**config.mk**
```make
export PLATFORM = sky130hd
export DESIGN_NAME = serial_16bit_subtractor
export DESIGN_NICKNAME = d
export VERILOG_FILES = /design/src/rtl/serial_16bit_subtractor.sv
export SDC_FILE = /design/constraint.sdc
export NUM_CORES = 1
export LEC_CHECK = 0
export BUFFER_PORTS_ARGS = -buffer_cell sky130_fd_sc_hd__clkbuf_2
export CORE_ASPECT_RATIO = 1.4
export CORE_UTILIZATION = 45
export DETAILED_ROUTE_END_ITERATION = 8
export PLACE_DENSITY = 0.72
export SLEW_MARGIN = 30
export SYNTH_ARGS = -nofsm -noshare
export SYNTH_HDL_FRONTEND = slang
export SYNTH_SLANG_ARGS = --single-unit
```
**constraint.sdc**
```tcl
create_clock -name clk -period 2.3 [get_ports clk]
set_input_delay 0 -clock clk [delete_from_list [all_inputs] [get_ports clk]]
set_output_delay 0 -clock clk [all_outputs]
set_load 0.05 [all_outputs]
```
**src/rtl/serial_16bit_subtractor.sv**
```systemverilog
// serial_16bit_subtractor: bit-serial a - b - bin, LSB first, with start/busy/done handshake
module serial_16bit_subtractor #(
  parameter int WIDTH = 16
) (
  input  logic             clk,
  input  logic             rst_n,
  input  logic             start,
  input  logic [WIDTH-1:0] a,
  input  logic [WIDTH-1:0] b,
  input  logic             bin,
  output logic             busy,
  output logic             done,
  output logic [WIDTH-1:0] diff,
  output logic             bout
);
  localparam int CW = $clog2(WIDTH) + 1;
  typedef enum logic [1:0] {IDLE, RUN, DONE} state_t;
  state_t state, state_nxt;
  logic [WIDTH-1:0] sa, sb, sr;
  logic [CW-1:0] cnt;
  logic br, d, br_nxt, accept, last;
  assign accept = start && state != RUN;
  assign last   = state == RUN && cnt == CW'(WIDTH - 1);
  assign d      = sa[0] ^ sb[0] ^ br;
  assign br_nxt = (~sa[0] & sb[0]) | (~(sa[0] ^ sb[0]) & br);
  always_ff @(posedge clk or negedge rst_n)
    if (!rst_n) state <= IDLE;
    else state <= state_nxt;
  always_comb
    state_nxt = accept ? RUN : last ? DONE : state == DONE ? IDLE : state;
  always_comb begin
    busy = state == RUN;
    done = state == DONE;
  end
  always_ff @(posedge clk or negedge rst_n)
    if (!rst_n) begin
      sa   <= '0;
      sb   <= '0;
      sr   <= '0;
      br   <= 1'b0;
      cnt  <= '0;
      diff <= '0;
      bout <= 1'b0;
    end else if (accept) begin
      sa  <= a;
      sb  <= b;
      br  <= bin;
      cnt <= '0;
    end else if (state == RUN) begin
      sa  <= sa >> 1;
      sb  <= sb >> 1;
      sr  <= {d, sr[WIDTH-1:1]};
      br  <= br_nxt;
      cnt <= cnt + CW'(1);
      if (last) begin
        diff <= {d, sr[WIDTH-1:1]};
        bout <= br_nxt;
      end
    end
endmodule

```
==> flow_summary.toml, run 1 <==
[die]
rows = 35
die-area_mm2 = 0.00735
num_io_pins = 55
core_region_area_mm2 = 0.00666
initial_core_util_pct = 47.3
die_h_um = 101
die_w_um = 72.7

[cells_and_area]
nets = 402
final_cells = 460
layout-drive-gt1-share_pct = 25.8
antenna_cells = 0
syn2layout_area_growth_pct = 26.2
design_area_mm2 = 0.00398
nFillCells = 601

[synth]
netlist-cell-type-count = 30
ys_seq_elements = 72
yosys.cell_count.top_type = "nand2_1"
yosysWarnings = 0
synth_fp_nets = 316
avgSynthCellArea_um2 = 11.4
yosys.area.top_type = "dfrtp_1"
synthArstFlopShare_pct = 100
synth.area.top_cells = "dfrtp_1 57%, mux2i_1 10%, nand2_1 9.5%, o21ai_0 4.9%, mux2_4 3.8%"
syn_area_mm2 = 0.00315
synth_edf_count = 0
synth_common_cells = "80 x nand2_1, 72 x dfrtp_1, 33 x mux2i_1"
synth_top_area_share_pct = 57.2
yosys_most_used_dff = "dfrtp_1"
ys_seq_area_share_pct = 57.2
netlist_instances = 277

[sta]
clock.fmax_mhz = 534
max_slew.worst_pin.slew_ns = 0.645
setup_viol = 0
fin_crit_sh_pct = 81.4
rsz0062_at_grt = "no"
maxSlewHeadroom_pct = 57.0
finalHoldViolCount = 0
setup_tns_ns = 0
final_max_slew_viol_count = 0
fin_worst_skew_ns = 0.0113
fin_crit_ns = 1.87

[global_route]
grt_pass1_vias = 2301
grt_max_degree = 73
grt_overflow = 0
grt_usage_pct = 18.0
grt_pass1_wl_um = 10100
antenna_found_initial = 0

[setup_path]
setup.worst_path.end_class = "register"
cp_max_fo = 19
path_common_cell = "ha_1"
r2r-end = "diff[4]"
ff2ff_path_depth = 6
cp-startpoint = "cnt[0]"
cp-start-kind = "register"
cp.arrival_ns = 2.10
path_buf_inv = 1
critical_path_required_ns = 2.53
path_delay_family = "adder cells"
max_stage_delay_ns = 0.42
worstSetupEndpoint = "diff[4]"
reg2reg_slack_ns = 0.43
cp.depth = 6
reg2reg_from = "cnt[0]"
crit_path_top_delay_cell = "dfrtp_1"
path_cells = "ha_1 > and3_1 > ha_1 > nand3b_1 > buf_4 > mux2_2"
critPathKind = "reg -> reg"

[power]
p_clk_share_pct = 19.8
switching_share_pct = 41.2
cellLeakagePower_nw = 2.07
p_sw_mw = 2.14
combPwrFrac_pct = 39.4
vdd_drop_max_mv = 0.636
power.density_mw_per_mm2 = 1310
intPower_mw = 3.05
seqPwrFrac_pct = 40.8

[placement]
hpwl_um = 3490
place_area_mm2 = 0.00343
place_inst = 410
portBuffers = 54
place.gp.congestion = 0.711

[worst_hold_path]
min_path_type = "in -> async"

[clock_tree]
clkLatencyLatePin_ns = 0.35
root_buffer = "clkbuf_8"
cts_sinks = 72
htree_levels = 3
hold_buffers = 34
clk_pin_slew_worst_paths_ns = 0.08
cts_setup_buffers = 0
cts_tree = "built"
clock_path_buffers = 2
cts_buffers = 9
cts_resized = 0

[flow_run]
maxCapViolations = 0

[drt]
drt-vias-per-instance = 4.80
wl_per_cell_um = 12.5
drt_first_pass_iters = 4
drt-initial-drc-count = 152
ant_nets = 0
dr_total_vias = 2207
drc = 0
finalWirelength_um = 5740

[status]
outcome = "complete, no violations"
[how the worst min path moves through the flow]
stage	slack, ns	end	cells after the start
3_3_place_gp	0.19	diff[0]	1
2_1_floorplan	-0.30	bout	0
3_5_place_dp	0.19	sr[1]	1
5_1_grt	0.29	diff[8]	2
4_1_cts	0.33	state[0]	2
6_report	0.23	sr[1]	2
[power by group through the flow]
stage	combinational [mW]	sequential, mW	clock (mW)
after floorplan	1.33	2.49	0
after global placement	1.96	2.12	0
after detailed placement	2.03	2.15	0
after CTS	2.08	2.12	1.06
after global routing	2.30	2.19	1.11
final	2.04	2.12	1.03
[sequential cells by signal, indices dropped and copies added, names as in the netlist]
register,flops
sr,15
diff,16
cnt,5
state,2
bout,1
sb,16
sa,16
br,1
[kinds of logic (layout without fill, tap and decap cells)]
logic type | after synthesis | after routing | share of synthesized area, %
simple gates | 90 | 90 | 11.4
flops | 72 | 72 | 57.2
mux | 51 | 51 | 17.9
xor+xnor | 1 | 1 | 0.278
fa+ha+maj | 3 | 3 | 1.43
buf+inv | 22 | 113 | 5.24
compound gates | 38 | 38 | 6.67
[per-stage QoR]
stage	hold slack, ns	worst slack (ns)	power [mW]	utilization, %
after floorplan	-0.296	0.546	3.83	-
after global placement	0.187	0.485	4.09	51.5
after detailed placement	0.190	0.428	4.17	51.5
after CTS	0.329	0.410	5.26	59.7
after global routing	0.287	0.305	5.60	59.7
final	0.235	0.427	5.19	59.7
[worst reg2reg max path, delay by kind of cell, from the launching register on]
| family | cells | cell delay, ns |
|---|---|---|
| DFF | 1 | 0.42 |
| buffers and inverters | 1 | 0.28 |
| adders and majority gates | 2 | 0.42 |
| muxes | 1 | 0.37 |
| and+or+nand+nor | 2 | 0.27 |
[metal layers]
metal  vias to the layer above  GRT usage, %  part of all wire (%)
met1                      1056          22.2                    47
met3                        10          3.80                   3.0
li1                       1093             -                     -
met5                         -             0                     0
met2                        48          29.8                    48
met4                         0          8.60                   2.0
[cell usage in the layout, fill, tap and decap left out, types with 3 or more instances in the layout]
master         count
inv_1              3
o21ai_0           31
nand2_1           80
dlygate4sd3_1     34
mux2_2             9
mux2_4             8
dfrtp_1           72
inv_6              3
clkbuf_2          53
buf_4              5
clkbuf_8           9
mux2i_1           33
[final cells by class]
cell class / instances / area, um^2 / share of cell area [%]
clock buffer: 9 / 124 / 3.12
clock inverter: 7 / 78.8 / 1.98
inverter: 4 / 17.5 / 0.441
multi-input combinational: 183 / 1180 / 29.8
sequential: 72 / 1800 / 45.3
tap: 92 / 115 / 2.89
timing repair buffer: 93 / 654 / 16.5
(Power assumes the default switching activity.)
==> run 2, diff against run 1 <==
--- a/config.mk
+++ b/config.mk
@@ -5,11 +5,12 @@
 export SDC_FILE = /design/constraint.sdc
 export NUM_CORES = 1
 export LEC_CHECK = 0
+export ABC_AREA = 1
 export BUFFER_PORTS_ARGS = -buffer_cell sky130_fd_sc_hd__clkbuf_2
 export CORE_ASPECT_RATIO = 1.4
 export CORE_UTILIZATION = 45
 export DETAILED_ROUTE_END_ITERATION = 8
-export PLACE_DENSITY = 0.72
+export PLACE_DENSITY = 0.73
 export SLEW_MARGIN = 30
 export SYNTH_ARGS = -nofsm -noshare
 export SYNTH_HDL_FRONTEND = slang
==> constraint.sdc (replaced) <==
create_clock -name clk -period 1.75 [get_ports clk]
set_input_delay 0 -clock clk [delete_from_list [all_inputs] [get_ports clk]]
set_output_delay 0 -clock clk [all_outputs]
set_load 0.05 [all_outputs]
==> flow_summary.toml, run 2 <==
[status]
outcome = "complete, no violations"

[power]
power.density_mw_per_mm2 = 1730
cellLeakagePower_nw = 2.01
p_clk_share_pct = 23.1
vdd_drop_max_mv = 0.885
switching_share_pct = 40.3
p_sw_mw = 2.76
intPower_mw = 4.09
seqPwrFrac_pct = 39.3
combPwrFrac_pct = 37.5

[sta]
maxSlewHeadroom_pct = 67.1
max_slew.worst_pin.slew_ns = 0.494
setup_viol = 0
clock.fmax_mhz = 650
fin_crit_ns = 1.54
finalHoldViolCount = 0
setup_slack_ns = 0.211
final_max_slew_viol_count = 0
setup_tns_ns = 0
fin_worst_skew_ns = 0.00756
fin_crit_sh_pct = 87.9
rsz0062_at_grt = "no"

[setup_path]
cp.depth = 3
cp-startpoint = "state[0]"
cp_max_fo = 17
crit_path_top_delay_cell = "dfrtp_1"
reg2reg_slack_ns = 0.23
path_delay_family = "buffers and inverters"
worstSetupEndpoint = "busy"
cp-start-kind = "register"
critical_path_required_ns = 1.75
setup.worst_path.end_class = "output port"
r2r-end = "state[1]"
path_buf_inv = 2
ff2ff_path_depth = 6
critPathKind = "reg -> out"
path_cells = "inv_2 > nor2_4 > clkbuf_2"
cp.arrival_ns = 1.54
max_stage_delay_ns = 0.41
reg2reg_from = "cnt[0]"

[synth]
synth_common_cells = "109 x nand2_1, 72 x dfrtp_1, 64 x nand3_1"
netlist-cell-type-count = 21
synth.area.top_cells = "dfrtp_1 59%, nand2_1 13%, nand3_1 11%, o21ai_0 3.0%, inv_1 2.8%"
yosys.cell_count.top_type = "nand2_1"
yosysWarnings = 0
ys_seq_area_share_pct = 59.2
yosys.area.top_type = "dfrtp_1"
syn_area_mm2 = 0.00305
ys_seq_elements = 72
avgSynthCellArea_um2 = 8.98
synth_top_area_share_pct = 59.2
synth_fp_nets = 378
netlist_instances = 339
synthArstFlopShare_pct = 100
yosys_most_used_dff = "dfrtp_1"
synth_edf_count = 0

[clock_tree]
cts_sinks = 72
htree_levels = 3
cts_setup_buffers = 0
cts_resized = 0
cts_buffers = 9
root_buffer = "clkbuf_8"
clk_pin_slew_worst_paths_ns = 0.08
cts_tree = "built"
clkLatencyLatePin_ns = 0.35
clock_path_buffers = 2

[global_route]
grt_overflow = 0
grt_pass1_wl_um = 11200
grt_pass1_vias = 2610
grt_usage_pct = 20.4
grt_max_degree = 43
antenna_found_initial = 0

[cells_and_area]
multi_input_area_mm2 = 0.00102
nFillCells = 542
syn2layout_area_growth_pct = 29.9
design_area_mm2 = 0.00396
antenna_cells = 0
top_regs = "diff (16), sa (16), sb (16)"
seqCellArea_mm2 = 0.00180
final_common_cell = "nand2_1"
post-route-util_pct = 60.2
layout_common_cells = "109 x nand2_1, 72 x dfrtp_1, 64 x nand3_1"
nets = 468
layout-drive-gt1-share_pct = 19.8

[placement]
dp_slack_ns = 0.208
place.gp.congestion = 0.778
place_area_mm2 = 0.00336
hpwl_um = 3900
portBuffers = 54

[die]
initial_core_util_pct = 46.4
die_w_um = 71.5
num_io_pins = 55
die-area_mm2 = 0.00710
core_region_area_mm2 = 0.00657
rows = 35
die_h_um = 99.3

[drt]
dr_total_vias = 2570
drt_first_pass_iters = 6
drc = 0
drt-vias-per-instance = 5.06
ant_nets = 0
finalWirelength_um = 6430
drt-initial-drc-count = 103
wl_per_cell_um = 12.7

[flow_run]
maxCapViolations = 0

[worst_hold_path]
min_path_type = "in -> async"
==> run 2: power by group through the flow <==
stage	clock network, mW	logic (mW)	registers (mW)
after floorplan	0	1.45	3.21
after global placement	0	2.46	2.70
after detailed placement	0	2.52	2.72
after CTS	1.61	2.60	2.69
after global routing	1.68	2.92	2.78
final	1.58	2.57	2.69
==> run 2: worst min-delay path by stage <==
| stage | cells past startpoint | end | startpoint |
|---|---|---|---|
| after detailed placement | 1 | diff[12] | rst_n |
| after global routing | 2 | diff[1] | rst_n |
| after CTS | 2 | diff[1] | rst_n |
| after global placement | 1 | diff[11] | rst_n |
| final | 2 | diff[1] | rst_n |
| after floorplan | 0 | bout | rst_n |
==> run 2: metrics by stage <==
stage / total power, mW / hold slack (ns) / instances
after floorplan: 4.66 / -0.296 / 339
after global placement: 5.17 / -0.00938 / 457
after detailed placement: 5.25 / -0.00365 / 457
after CTS: 6.90 / 0.158 / 508
after global routing: 7.38 / 0.184 / 508
final: 6.84 / 0.148 / 508
==> run 2: worst register-to-register path, cell delays in order (launching register included) <==
cell     delay [ns]
dfrtp_1        0.41
ha_1           0.22
nand2_1        0.08
nor2_1         0.05
ha_1           0.21
nand2_4        0.29
o31ai_1        0.14
==> run 2: repair_timing <==
action                                 in CTS  in global routing
hold buffers                               35                  0
endpoints found under the hold margin      53                  0
setup endpoints to repair                   0                  0
==> run 2: cell families after synthesis <==
logic type	count (synthesis)	share of synthesized area (%)
compound gates	37	6.20
fa+ha+maj	3	1.48
simple gates	183	25.9
buf+inv	44	7.23
flops	72	59.2
==> run 2: routing by layer <==
metal	routed length, um	share of wire [%]	track usage (%)	up-vias
met5	0	0	0	-
met4	130	2.0	10.1	0
met3	255	4.0	3.75	12
met2	3240	50	35.7	74
met1	2800	44	23.8	1212
li1	-	-	-	1272
==> run 2: final cells by class <==
type	instances	share of cell area [%]
Multi-Input combinational cell	223	25.9
Clock inverter	7	3.04
Tap cell	74	2.34
Sequential cell	72	45.5
Clock buffer	9	3.13
Inverter	25	2.37
Timing Repair Buffer	98	17.7
